$ cat src/rtl/note_scheduler.sv
// note_scheduler: pause-aware beat clock plus chart sequencer that offers arrow-spawn
// events LEAD_BEATS ahead of each entry's target beat.
module note_scheduler #(
    parameter int TICKS_PER_BEAT = 25_000_000,
    parameter int LEAD_BEATS     = 4,
    parameter int ADDR_WIDTH     = 8,
    parameter int BEAT_WIDTH     = 11
) (
    input  logic                  clock,
    input  logic                  reset,
    input  logic                  game_active,
    input  logic                  paused,
    output logic [ADDR_WIDTH-1:0] rom_addr,
    input  logic [BEAT_WIDTH+4:0] rom_data,
    output logic                  spawn_valid,
    input  logic                  spawn_ready,
    output logic [3:0]            spawn_arrows,
    output logic [BEAT_WIDTH-1:0] spawn_beat,
    output logic [BEAT_WIDTH-1:0] beat_count,
    output logic                  beat_tick,
    output logic                  chart_done
);
    localparam int TW = (TICKS_PER_BEAT > 1) ? $clog2(TICKS_PER_BEAT) : 1;

    typedef enum logic [2:0] {S_IDLE, S_FETCH, S_WAIT, S_COMPARE, S_EMIT, S_DONE} state_t;

    state_t                state_q, state_d;
    logic [TW-1:0]         tick_q, tick_d;
    logic [BEAT_WIDTH-1:0] beat_q, beat_d;
    logic                  pulse_q, pulse_d;
    logic [ADDR_WIDTH-1:0] addr_q, addr_d;
    logic [BEAT_WIDTH+4:0] entry_q, entry_d;
    logic                  done_q, done_d;
    logic                  run, wrap, beat_inc, due, advance;

    wire                  entry_end    = entry_q[BEAT_WIDTH+4];
    wire [3:0]            entry_arrows = entry_q[BEAT_WIDTH+3:BEAT_WIDTH];
    wire [BEAT_WIDTH-1:0] entry_beat   = entry_q[BEAT_WIDTH-1:0];

    always_ff @(posedge clock) begin
        if (reset) begin
            state_q <= S_IDLE;
            tick_q  <= '0;
            beat_q  <= '0;
            pulse_q <= 1'b0;
            addr_q  <= '0;
            entry_q <= '0;
            done_q  <= 1'b0;
        end else begin
            state_q <= state_d;
            tick_q  <= tick_d;
            beat_q  <= beat_d;
            pulse_q <= pulse_d;
            addr_q  <= addr_d;
            entry_q <= entry_d;
            done_q  <= done_d;
        end
    end

    // Beat clock: frozen while idle or paused; beat_count saturates at all-ones.
    assign run      = (state_q != S_IDLE) && !paused;
    assign wrap     = tick_q == TW'(TICKS_PER_BEAT - 1);
    assign beat_inc = run && wrap && (beat_q != '1);
    // Widened by one bit so a chart near the top of the beat range never wraps.
    assign due      = ({1'b0, beat_q} + (BEAT_WIDTH+1)'(LEAD_BEATS)) >= {1'b0, entry_beat};

    always_comb begin
        state_d = state_q;
        addr_d  = addr_q;
        entry_d = entry_q;
        done_d  = done_q;
        advance = 1'b0;
        tick_d  = run ? (wrap ? '0 : tick_q + 1'b1) : tick_q;
        beat_d  = beat_inc ? beat_q + 1'b1 : beat_q;
        pulse_d = beat_inc;
        if (paused) begin
            state_d = state_q;
        end else if (state_q != S_IDLE && !game_active) begin
            state_d = S_IDLE;
            done_d  = 1'b0;
        end else begin
            case (state_q)
                S_IDLE: if (game_active) begin
                    tick_d  = '0;
                    beat_d  = '0;
                    addr_d  = '0;
                    done_d  = 1'b0;
                    state_d = S_FETCH;
                end
                S_FETCH: state_d = S_WAIT;
                S_WAIT: begin
                    entry_d = rom_data;
                    state_d = S_COMPARE;
                end
                S_COMPARE: begin
                    if (entry_end) begin
                        done_d  = 1'b1;
                        state_d = S_DONE;
                    end else if (entry_arrows == 4'd0) begin
                        advance = 1'b1;
                    end else if (due) begin
                        state_d = S_EMIT;
                    end
                end
                S_EMIT: advance = spawn_ready;
                S_DONE: done_d = 1'b1;
                default: state_d = S_IDLE;
            endcase
        end
        // The last ROM address ends the chart rather than wrapping back to entry 0.
        if (advance) begin
            if (addr_q == '1) begin
                done_d  = 1'b1;
                state_d = S_DONE;
            end else begin
                addr_d  = addr_q + 1'b1;
                state_d = S_FETCH;
            end
        end
    end

    always_comb begin
        rom_addr     = addr_q;
        spawn_valid  = (state_q == S_EMIT) && !paused;
        spawn_arrows = entry_arrows;
        spawn_beat   = entry_beat;
        beat_count   = beat_q;
        beat_tick    = pulse_q;
        chart_done   = done_q;
    end
endmodule
$ cat config.mk
export PLATFORM = sky130hd
export DESIGN_NAME = note_scheduler
export DESIGN_NICKNAME = d
export VERILOG_FILES = /design/src/rtl/note_scheduler.sv
export SDC_FILE = /design/constraint.sdc
export NUM_CORES = 1
export LEC_CHECK = 0
export BUFFER_PORTS_ARGS = -buffer_cell sky130_fd_sc_hd__buf_2
export CAP_MARGIN = 20
export CORE_MARGIN = 3
export CORE_UTILIZATION = 50
export CTS_CLUSTER_SIZE = 28
export DETAILED_ROUTE_END_ITERATION = 7
export PLACE_DENSITY = 0.75
export SLEW_MARGIN = 40
export SYNTH_ARGS = -nofsm -noshare
export SYNTH_HDL_FRONTEND = slang
export SYNTH_SLANG_ARGS = --single-unit
$ cat constraint.sdc
create_clock -name clock -period 2.4 [get_ports clock]
set_input_delay 0.12 -clock clock [delete_from_list [all_inputs] [get_ports clock]]
set_output_delay 0.12 -clock clock [all_outputs]
set_load 0.05 [all_outputs]
-- Word level (Yosys, flattened, before mapping)
Cells that the tools add are included.
- output and inout port bits: 37
- word-level logic and storage cells: 78
- flip-flop bits (word level): 65
- bits of input ports: 21
- mux-type cells: 38
- add/sub/neg operators: 4
- bitwise operators: 2
- magnitude comparators: 1
- reduce and logical (&&, ||, !) cells: 13
- eq/ne operators: 13
- operators by type and width (cell ; number):
    $mux W25 ; 6
    $mux W11 ; 5
    $mux W8 ; 6
    $add A25 B1 Y25 const B ; 1
    $eq A25 B25 Y1 const B ; 1
    $mux W3 ; 8
    $pmux W3 S5 ; 1
    $add A11 B3 Y12 const B ; 1
    $ge A12 B11 Y1 ; 1
    $add A11 B1 Y11 const B ; 1
    $ne A11 B11 Y1 const B ; 1
    $mux W1 ; 10
    $ne A5 B5 Y1 const B ; 2
    $add A8 B1 Y8 const B ; 1
    $eq A8 B8 Y1 const B ; 1
    $eq A3 B2 Y1 const B ; 2
    $eq A3 B3 Y1 const B ; 2
    $logic_and A1 B1 Y1 ; 5
    $reduce_and A5 Y1 ; 1
    $logic_not A4 Y1 ; 1
    $ne A4 B4 Y1 const B ; 1
    $eq A3 B1 Y1 const B ; 1
    $logic_not A3 Y1 ; 1
    $ne A3 B1 Y1 const B ; 1
    other kinds (8) ; 10

-- Longest topological paths before layout
Gate-level depths: netlist of the first run.
- depth in word-level cells: 9
- depth in mapped cells: 11
- mapped depth without buffers: 11

-- Least setup slack after synthesis of the first run
OpenSTA, ideal clock, no wires.
- path kind: reg-to-reg
- start: register beat_q[2] (netlist: beat_count[2])
- end: register state_q[2]
- buffers on the path: 0
- cell stages (with the launch flop): 12
- path slack: -0.438 ns
- data arrival time: 2.734 ns
- period minus slack after synthesis: 2.838 ns
- path through: dfxtp_1 ha_1 and3_1 nand3_1 nor2_1 xor2_1 ha_1 nand3_1 nor2_1 o311ai_0 and3_1 a2111oi_2
- word-level cells in the longest chain between the ends: 4
- ends and longest elaborated chain (element ; line ; text):
    start, declared ; 29 ; logic [BEAT_WIDTH-1:0] beat_q, beat_d;
    start signal, assigned ; 52 ; beat_q <= beat_d;
    $add A11 B3 Y12 ; 65 ; assign due = ({1'b0, beat_q} + (BEAT_WIDTH+1)'(LEAD_BEATS)) >= {1'b0, entry_beat};
    $ge A12 B11 Y1 ; 65 ;
    $ne A5 B5 Y1 (no source line) ; - ;
    $reduce_and A5 Y1 (no source line) ; - ;
    end signal, assigned ; 50 ; state_q <= state_d;
    end, declared ; 27 ; state_t state_q, state_d;
No other way between the ends.
A chain may end at the register's enable or synchronous reset.

-- Worst setup path in the final report of the first run
- start: register beat_q[2] (netlist: beat_count[2])
- end: register state_q[1]
The elaborated chain is that of the path after synthesis.

==> qor.txt, run 1 <==
status: finished, final reports clean
Setup violations, final: 0
drt wl/cell: 13.9 um
Pleak: 1.72 nW
syn_area_per_cell: 8.46 um2
Setup Skew: 0.00888 ns
share of cells above drive strength 1: 0.256
post-route clock period utilization: 0.948
DRT antenna net count: 0
Register Area: 0.00132 mm2
htree depth: 3
cts bufs inserted: 9
gr ovfl total: 0
Post-synth ARST share: 0
fillcell total: 629
count of port buffers added during placement: 57
RSZ-0062 raised after global routing: yes
gr usage total: 0.196
data required time of the critical path: 2.65 ns
WHS Path Cells: 3
Area contributors post-synth: dfxtp_1 35%, nand2_1 5.7%, ha_1 5.1%
worst skew pair latency: 0.34 ns
HPWL after DPL: 5.76 mm
reg2reg end: state_q[1]
area of the multi-input gates: 0.00218 mm2
placed standard-cell area: 0.00399 mm2
Initial Utilization: 0.528
vias per std cell: 5.37
Hold Fails Final Rpt: 0
CP Capture Type: flip-flop
flop2flop setup slack: 0.12 ns
worst min-delay path class: input port to flip-flop
Synth top cells by count: 65 x dfxtp_1, 56 x nand2_1, 40 x nor2_1
worst hold start: rom_data[9]
Ports: 58
Rel. slew slack: 0.544
post-synth top area share: 0.353
Seq cells post-synth: 65
hold path endpoint: entry_q[9]
crit-path max FO: 5
R2R cell count: 10
Final Cell Area: 0.00429 mm2
post-synthesis sequential area ratio: 0.353
Post-route DRC: 0
Crit Reg-Reg Startpoint: beat_count[2]
PnR worst setup slack: 0.125 ns
Startpoint Class: flip-flop
Setup Crit Path Kind: flip-flop to flip-flop
f_max: 439 MHz
Final GP Congestion: 0.934
synth warn: 0
Pre-Repair DR Iteration Count: 5
CTS tree: done
clk slew on worst S/H paths: 0.07 ns
maximum VDD drop: 0.000243 V
Die Footprint: 0.00845 mm2
fin crit period: 2.28 ns
Core Rows: 30
Area growth, synth to finish: 16.1%
Max Slew Vio Count: 0
CP arrival: 2.53 ns
Mapped Area: 0.00369 mm2
1st-iter DRT viols: 143
total negative slack: 0 ns
via count: 3,136
Die Width: 91.9 um
Post-Syn Instances: 436
largest area contributor in the netlist: dfxtp_1
clock root cell: clkbuf_8
Synth Net Count: 472
vias in the first global route: 2,856
pre-CTS setup slack: 0.0429 ns
largest net degree at the start of global routing: 27
Primary FF master, synth: dfxtp_1
clock sink count: 65
reported max-cap violation count: 0
PwrDens: 515 mW/mm2
Die Y: 91.9 um
most common cell in the netlist: dfxtp_1
routed wire length: 8.09 mm
Post-synth EDFFs: 0
Distinct cells, synth: 59
Core Area: 0.00698 mm2
nets: 519
total power: 2.21 mW
initial antenna violation count: 0
Worst Max-Slew Pin Slew: 0.681 ns
first-pass GRT wire length: 13.4 mm
ant diodes: 0
clock buffer depth: 2
repair_timing:
action                                  4_1_cts  5_1_grt
hold buffers                                  2        0
setup buffers                                 0        2
hold endpoints to repair                      2        0
gates resized for setup                       0       14
endpoints found under the setup margin        0        3
cell type report:
class	count	area share
multi-input cells	317	0.510
flip-flops and latches	65	0.307
repair buffers	70	0.0934
clock buffers	13	0.0347
well taps	96	0.0280
inverters	20	0.0175
clock inverters	3	0.00934
worst max-delay path, cell delays in order, from the launching register on:
cell,delay [ns]
dfxtp_4,0.38
buf_4,0.12
and3_4,0.20
nand3_2,0.10
xnor2_1,0.15
ha_1,0.30
a21o_1,0.19
a211oi_2,0.21
a22o_1,0.16
nand3_1,0.13
a311oi_2,0.25
worst max path at each step:
stage / startpoint / to / slack [ns] / cells past startpoint
detailed placement: beat_count[2] / state_q[1] / 0.04 / 11
global placement: beat_count[2] / state_q[1] / 0.11 / 11
finish: beat_count[2] / state_q[1] / 0.12 / 10
global route: beat_count[2] / state_q[2] / -0.03 / 11
CTS: beat_count[2] / state_q[1] / 0.03 / 11
floorplan: beat_count[2] / state_q[2] / -0.01 / 11
logic make-up (layout without fill, tap and decap cells):
logic type / after synthesis / in the layout / share of synthesized area
and+or+nand+nor: 192 / 192 / 0.294
AOI/OAI and AO/OA: 71 / 71 / 0.130
adders and majority gates: 15 / 15 / 0.0509
xor gates and xnor gates: 34 / 34 / 0.0807
buffers and inverters: 54 / 106 / 0.0780
muxes: 5 / 5 / 0.0139
DFF: 65 / 65 / 0.353
sequential cells by signal, indices dropped and copies added, names as in the netlist:
name	flops
rom_addr	8
entry_q	16
chart_done	1
tick_q	25
beat_count	11
beat_tick	1
state_q	3
report_power, final:
group	leakage [nW]	internal [mW]	switching, mW
Clock	0.0974	0.507	0.413
Combinational	1.09	0.0691	0.122
Sequential	0.528	1.08	0.0107
Total	1.72	1.66	0.545
per-stage QoR:
stage               cells   util  hold WS [ns]
finish                584  0.614        0.0125
global route          584  0.614      0.000265
CTS                   582  0.601       0.00105
detailed placement    564  0.572         0.366
global placement      564  0.572         0.360
floorplan             436      -         0.256
metal layers:
| layer | vias to the layer above | GRT usage | part of all wire |
|---|---|---|---|
| met5 | - | 0 | 0 |
| met4 | 0 | 0.0730 | 0.013 |
| met3 | 7 | 0.0484 | 0.050 |
| met2 | 73 | 0.310 | 0.47 |
| met1 | 1454 | 0.259 | 0.47 |
| li1 | 1602 | - | - |
layout by cell type (no fill, tap or decap), types with 3 or more instances in the layout:
master,Yosys,layout
a21oi_1,33,33
a22o_1,3,3
a31oi_1,3,3
and2_1,3,3
and3_1,10,8
and3_2,3,3
buf_2,4,57
buf_4,17,10
clkbuf_1,10,3
clkbuf_8,0,10
dfxtp_1,65,59
dfxtp_2,0,3
dfxtp_4,0,3
ha_1,15,14
inv_1,20,20
mux2i_1,4,4
nand2_1,56,56
nand2b_1,4,4
nand3_1,25,22
nand3_2,1,3
nand4_1,13,13
nor2_1,40,38
nor3_1,8,8
nor3_4,3,3
nor4_4,3,3
o21ai_0,8,8
o21ai_1,3,3
or3_1,3,3
or4_1,4,4
xnor2_1,14,14
xor2_1,20,20
Power figures use the tool's default switching activity.
==> run 2, diff against run 1 <==
--- a/config.mk
+++ b/config.mk
@@ -11,7 +11,8 @@
 export CORE_UTILIZATION = 50
 export CTS_CLUSTER_SIZE = 28
 export DETAILED_ROUTE_END_ITERATION = 7
-export PLACE_DENSITY = 0.75
+export HOLD_SLACK_MARGIN = 0.15
+export PLACE_DENSITY = 0.72
 export SLEW_MARGIN = 40
 export SYNTH_ARGS = -nofsm -noshare
 export SYNTH_HDL_FRONTEND = slang
==> constraint.sdc (replaced) <==
create_clock -name clock -period 2.9 [get_ports clock]
set_input_delay 0.145 -clock clock [delete_from_list [all_inputs] [get_ports clock]]
set_output_delay 0.145 -clock clock [all_outputs]
set_load 0.05 [all_outputs]
==> run 2 against run 1 <==
  * Sequential power down 16%
  * Hold slack gained 0.21 ns
  * Count of clock-buffer cells in the layout decreased by 2
  * First-iteration DRC count down 18%
  * Core utilization up 0.56 points
  * Critical path depth increased by 1
  * Final cell count is 1.2% higher
  * Combinational power decreased by 16%
  * Wire length is 4.7% higher
  * Setup slack improved by 0.097 ns
  * Critical path type unchanged
==> qor.txt, run 2 (same netlist as run 1, synthesis figures left out) <==
status: finished, final reports clean
worst skew pair latency: 0.35 ns (about the same)
largest net degree at the start of global routing: 27 (unchanged)
Core Rows: 30 (unchanged)
HPWL after DPL: 5.85 mm (+1.7%)
htree depth: 3 (unchanged)
clock sink count: 65 (unchanged)
Die Width: 91.9 um (unchanged)
gr usage total: 0.207 (+0.0108)
WHS Path Cells: 3 (unchanged)
Pleak: 1.75 nW (+1.8%)
maximum VDD drop: 0.000218 V (-10%)
first-pass GRT wire length: 14.2 mm (+5.7%)
Slowest cell on crit path: dfxtp_1
CP arrival: 2.92 ns (+0.39 ns)
Crit Reg-Reg Startpoint: beat_count[2]
total negative slack: 0 ns (unchanged)
worst hold start: game_active
max reg flops: 25 (unchanged)
Die Y: 91.9 um (unchanged)
Metal-1 WL: 3.89 mm (+3.2%)
nets: 526 (+1.3%)
initial antenna violation count: 0 (unchanged)
Final GP Congestion: 0.933 (-0.11%)
flop2flop setup slack: 0.22 ns (+0.10 ns)
Setup Skew: 0.0108 ns (+0.00195 ns)
Worst path top cell family by delay: simple AND/OR/NAND/NOR gates
gr ovfl total: 0 (unchanged)
PwrDens: 470 mW/mm2 (-8.6%)
Die Footprint: 0.00845 mm2 (unchanged)
share of cells above drive strength 1: 0.210 (-0.0460)
Setup Crit Path Kind: flip-flop to flip-flop
ant diodes: 0 (unchanged)
post-route clock period utilization: 0.924 (-0.0245)
reg2reg end: state_q[2]
count of port buffers added during placement: 57 (unchanged)
met3 wire len: 422 um (+5.0%)
Setup violations, final: 0 (unchanged)
data required time of the critical path: 3.14 ns (+0.49 ns)
commonest non-fill, non-tap cell in the layout: dfxtp_1
R2R cell count: 11 (+1)
cts bufs inserted: 9 (unchanged)
Critical Path Max Stage Delay: 0.43 ns (+0.05 ns)
reported max-cap violation count: 0 (unchanged)
fin crit period: 2.68 ns (+0.403 ns)
Hold Fails Final Rpt: 0 (unchanged)
RSZ-0062 raised after global routing: no
top sig layer: met4
Rel. slew slack: 0.551 (+0.00615)
Pre-Repair DR Iteration Count: 4 (-1)
worst min-delay path class: input port to flip-flop
routed wire length: 8.48 mm (+4.7%)
Initial Utilization: 0.528 (unchanged)
Post-route DRC: 0 (unchanged)
Top reg by flops: tick_q
fillcell total: 625 (-0.64%)
met2 wire length: 4.01 mm (+5.2%)
crit-path max FO: 6 (+1)
1st-iter DRT viols: 117 (-18%)
clock buffer depth: 2 (unchanged)
Ports: 58 (unchanged)
CP Capture Type: flip-flop
via count: 3,217 (+2.6%)
hold path endpoint: state_q[1]
Startpoint Class: flip-flop
clk slew on worst S/H paths: 0.08 ns (about the same)
DRT antenna net count: 0 (unchanged)
drt wl/cell: 14.3 um (+3.5%)
CTS tree: done
post-layout util: 0.619 (+0.00556)
Area growth, synth to finish: 17.2%
f_max: 373 MHz (-15%)
Worst Max-Slew Pin Slew: 0.672 ns (-0.00919 ns)
Core Area: 0.00698 mm2 (unchanged)
Max Slew Vio Count: 0 (unchanged)
critical path cell sequence: ha_1 -> and3_1 -> nand3_2 -> nor2_2 -> xor2_1 -> ha_1 -> nand3_1 -> nor2_1 -> o311ai_0 -> and3_1 -> a2111oi_2
crit path buf inv count: 0 (-1)
most frequent cells in the layout: 65 x dfxtp_1, 57 x buf_2, 56 x nand2_1
vias per std cell: 5.44 (+1.4%)
setup bufs post-CTS: 0 (unchanged)
vias in the first global route: 3,048 (+6.7%)
clock root cell: clkbuf_8
==> run 2: cell count changes in the layout (fill, tap and decap cells not counted), moves of 3 or more <==
cell | before | now
buf_4 | 10 | 4
dfxtp_1 | 59 | 65
dfxtp_2 | 3 | 0
dfxtp_4 | 3 | 0
dlygate4sd3_1 | 2 | 16
==> run 2: tightest hold or removal path, delay by kind of cell <==
family / cells / cell delay, ns
AO/OA/AOI/OAI: 2 / 0.23
buffers and inverters: 1 / 0.16
==> run 2: where the power goes <==
group          switching, mW  internal [mW]  leakage (nW)  total, mW
Combinational         0.0950         0.0665          1.11      0.161
Sequential            0.0172          0.900         0.524      0.917
Clock                  0.361          0.593         0.120      0.955
Total                  0.474           1.56          1.75       2.03
==> run 2: timing repair <==
| item | 4_1_cts | 5_1_grt |
|---|---|---|
| endpoints found under the hold margin | 16 | 0 |
| setup endpoints to repair | 0 | 2 |
| hold buffers | 16 | 0 |
| resized for setup | 0 | 2 |
==> run 2: worst max-delay path by stage <==
stage,from,endpoint,cells after the start,slack (ns)
3_5_place_dp,beat_count[2],state_q[2],11,0.18
6_report,beat_count[2],state_q[2],11,0.22
3_3_place_gp,beat_count[2],state_q[2],11,0.34
4_1_cts,beat_count[2],state_q[2],11,0.14
5_1_grt,beat_count[2],state_q[2],11,0.02
2_1_floorplan,beat_count[2],state_q[2],11,0.06
==> run 2: layer usage <==
metal | vias to the layer above | GRT usage
met5 | - | 0
met4 | 0 | 0.0804
met3 | 18 | 0.0500
met2 | 83 | 0.345
met1 | 1505 | 0.257
li1 | 1611 | -
==> run 2: cell type report <==
type | instances | area (um2) | area share
inverter | 20 | 75.1 | 0.0174
multi-input combinational | 317 | 2110 | 0.488
clock inverter | 5 | 103 | 0.0237
sequential | 65 | 1300 | 0.301
tap | 96 | 120 | 0.0278
clock buffer | 11 | 141 | 0.0327
timing repair buffer | 77 | 475 | 0.110
==> run 2: metrics by stage <==
stage	total power [mW]	area (um2)	std cells	hold slack (ns)	setup slack [ns]
5_1_grt	2.10	4320	591	0.230	0.0170
6_report	2.03	4320	591	0.223	0.222
3_5_place_dp	1.08	3910	559	0.393	0.185
3_3_place_gp	1.08	3910	559	0.386	0.344
2_1_floorplan	1.05	3690	436	0.281	0.0624
4_1_cts	2.04	4320	591	0.216	0.141
==> run 3, diff against run 2 <==
--- a/config.mk
+++ b/config.mk
@@ -12,8 +12,9 @@
 export CTS_CLUSTER_SIZE = 28
 export DETAILED_ROUTE_END_ITERATION = 7
 export HOLD_SLACK_MARGIN = 0.15
-export PLACE_DENSITY = 0.72
+export PLACE_DENSITY = 0.69
 export SLEW_MARGIN = 40
 export SYNTH_ARGS = -nofsm -noshare
 export SYNTH_HDL_FRONTEND = slang
 export SYNTH_SLANG_ARGS = --single-unit
+export TNS_END_PERCENT = 50
==> run 3 against run 2 <==
  * Clock power shrank 28%
  * Register-to-register slack better by 0.07 ns
  * Combinational power barely moved
  * Power decreased by 13%
  * Wire length decreased by 4.7%
  * Clock skew decreased by 0.0024 ns
  * Via count increased by 0.47%
  * Die area is the same
  * Design area is 1.7% lower
  * Setup slack improved by 0.074 ns
  * Final cell count shrank 0.34%
  * Count of clock-buffer cells in the layout stayed put
  * Largest power group is now sequential cells
==> qor.txt, run 3 (same netlist as run 1, synthesis figures left out) <==
status: finished, final reports clean
fin crit period: 2.60 ns (-0.0736 ns)
fillcell total: 658 (+5.3%)
Die Width: 91.9 um (unchanged)
Core Rows: 30 (unchanged)
Die Footprint: 0.00845 mm2 (unchanged)
total power: 1.76 mW (-13%)
via count: 3,232 (+0.47%)
Final GP Congestion: 0.936 (+0.32%)
reported max-cap violation count: 0 (unchanged)
PnR worst setup slack: 0.295 ns (+0.0736 ns)
share of cells above drive strength 1: 0.209 (-0.00118)
Initial Utilization: 0.528 (unchanged)
worst min-delay path class: input port to flip-flop
hold path endpoint: state_q[1]
CP Capture Type: flip-flop
Sequential Power Share: 0.520 (+0.069)
CP arrival: 2.85 ns (-0.07 ns)
vias in the first global route: 3,047 (-0.033%)
Pre-Repair DR Iteration Count: 5 (+1)
Area growth, synth to finish: 15.2%
Pint: 1.31 mW (-16%)
Setup violations, final: 0 (unchanged)
clk slew on worst S/H paths: 0.07 ns (about the same)
Setup Crit Path Kind: flip-flop to flip-flop
pre-CTS setup slack: 0.229 ns (+0.0442 ns)
Crit Reg-Reg Startpoint: beat_count[2]
clock root cell: clkbuf_8
setup bufs post-CTS: 0 (unchanged)
Max Slew Vio Count: 0 (unchanged)
total negative slack: 0 ns (unchanged)
Switching Fraction: 0.256 (+0.0234)
initial antenna violation count: 0 (unchanged)
1st-iter DRT viols: 133 (+14%)
clock sink count: 65 (unchanged)
Die Y: 91.9 um (unchanged)
cts bufs inserted: 9 (unchanged)
R2R cell count: 11 (unchanged)
DRT antenna net count: 0 (unchanged)
gr usage total: 0.203 (-0.00396)
RSZ-0062 raised after global routing: no
Register Area: 0.00130 mm2 (unchanged)
Startpoint Class: flip-flop
HPWL after DPL: 5.79 mm (-1.0%)
data required time of the critical path: 3.14 ns (about the same)
clock buffer depth: 2 (unchanged)
flop2flop setup slack: 0.30 ns (+0.07 ns)
Ports: 58 (unchanged)
gr ovfl total: 0 (unchanged)
f_max: 384 MHz (+2.8%)
Rel. slew slack: 0.563 (+0.0123)
Critical Path Max Stage Delay: 0.42 ns (about the same)
Setup Skew: 0.00846 ns (-0.00237 ns)
drt wl/cell: 13.7 um (-4.4%)
Top reg by flops: tick_q
count of port buffers added during placement: 57 (unchanged)
largest net degree at the start of global routing: 27 (unchanged)
nets: 526 (unchanged)
area of the multi-input gates: 0.00211 mm2 (unchanged)
CTS tree: done
routed wire length: 8.08 mm (-4.7%)
commonest non-fill, non-tap cell in the layout: dfxtp_1
most frequent cells in the layout: 65 x dfxtp_1, 57 x buf_2, 56 x nand2_1
Placed Cells: 559 (unchanged)
max reg flops: 25 (unchanged)
combinational power share: 0.091 (+0.012)
crit path buf inv count: 0 (unchanged)
final non-filler cell total: 589 (-0.34%)
critical path cell sequence: ha_1 -> and3_1 -> nand3_2 -> nor2_2 -> xor2_1 -> ha_1 -> nand3_1 -> nor2_1 -> o311ai_0 -> and3_1 -> a2111oi_2
maximum VDD drop: 0.000209 V (-4.2%)
Sw Pwr: 452 uW (-4.6%)
worst hold start: game_active
Hold Fails Final Rpt: 0 (unchanged)
Worst Max-Slew Pin Slew: 0.653 ns (-0.0185 ns)
Clock Power Share: 0.389 (-0.081)
htree depth: 3 (unchanged)
Slowest cell on crit path: dfxtp_1
Worst setup startpoint: beat_count[2]
PwrDens: 415 mW/mm2 (-12%)
post-route clock period utilization: 0.898 (-0.0254)
vias per std cell: 5.49 (+0.81%)
Core Area: 0.00698 mm2 (unchanged)
ant diodes: 0 (unchanged)
first-pass GRT wire length: 13.9 mm (-2.1%)
Post-route DRC: 0 (unchanged)
reg2reg end: state_q[2]
WHS Path Cells: 3 (unchanged)
Pleak: 1.72 nW (-1.9%)
crit-path max FO: 6 (unchanged)
worst skew pair latency: 0.34 ns (about the same)
Worst path top cell family by delay: simple AND/OR/NAND/NOR gates
==> run 3: stage by stage <==
step                      hold WS [ns]  area, um2  utilization
after floorplan                  0.281       3690            -
after global placement           0.387       3910        0.560
after detailed placement         0.394       3910        0.560
after CTS                        0.227       4240        0.608
after global routing             0.256       4250        0.609
final                            0.244       4250        0.609
==> run 3: final cells by class <==
type | count | share of cell area
flip-flops and latches | 65 | 0.306
multi-input cells | 317 | 0.496
clock inverters | 3 | 0.00412
repair buffers | 77 | 0.112
inverters | 20 | 0.0177
well taps | 96 | 0.0283
clock buffers | 11 | 0.0356
==> run 3: repair_timing <==
item / in CTS / in global routing
resized for setup: 0 / 2
hold buffers: 16 / 0
setup endpoints to repair: 0 / 3
endpoints found under the hold margin: 16 / 0
==> run 3: power groups by stage <==
stage | Clock (mW) | Combinational, mW | Sequential (mW)
6_report | 0.686 | 0.160 | 0.917
3_3_place_gp | 0 | 0.140 | 0.936
3_5_place_dp | 0 | 0.143 | 0.937
4_1_cts | 0.701 | 0.160 | 0.917
5_1_grt | 0.740 | 0.175 | 0.919
2_1_floorplan | 0 | 0.123 | 0.929
==> run 3: worst max path at each step <==
stage | endpoint | slack (ns) | cells past startpoint
after floorplan | state_q[2] | 0.06 | 11
after global placement | state_q[2] | 0.35 | 11
after detailed placement | state_q[2] | 0.23 | 11
after CTS | state_q[2] | 0.22 | 11
after global routing | state_q[2] | 0.003 | 11
final | state_q[2] | 0.30 | 11
==> run 3: per-layer routing <==
metal,up-vias,part of all wire,global-route usage
li1,1617,-,-
met1,1512,0.47,0.259
met2,86,0.46,0.333
met4,0,0.025,0.0990
met5,-,0,0
met3,17,0.053,0.0320
==> run 3: tightest hold or removal path: stages <==
cell	delay (ns)
buf_2	0.16
a21oi_1	0.14
a311oi_1	0.09
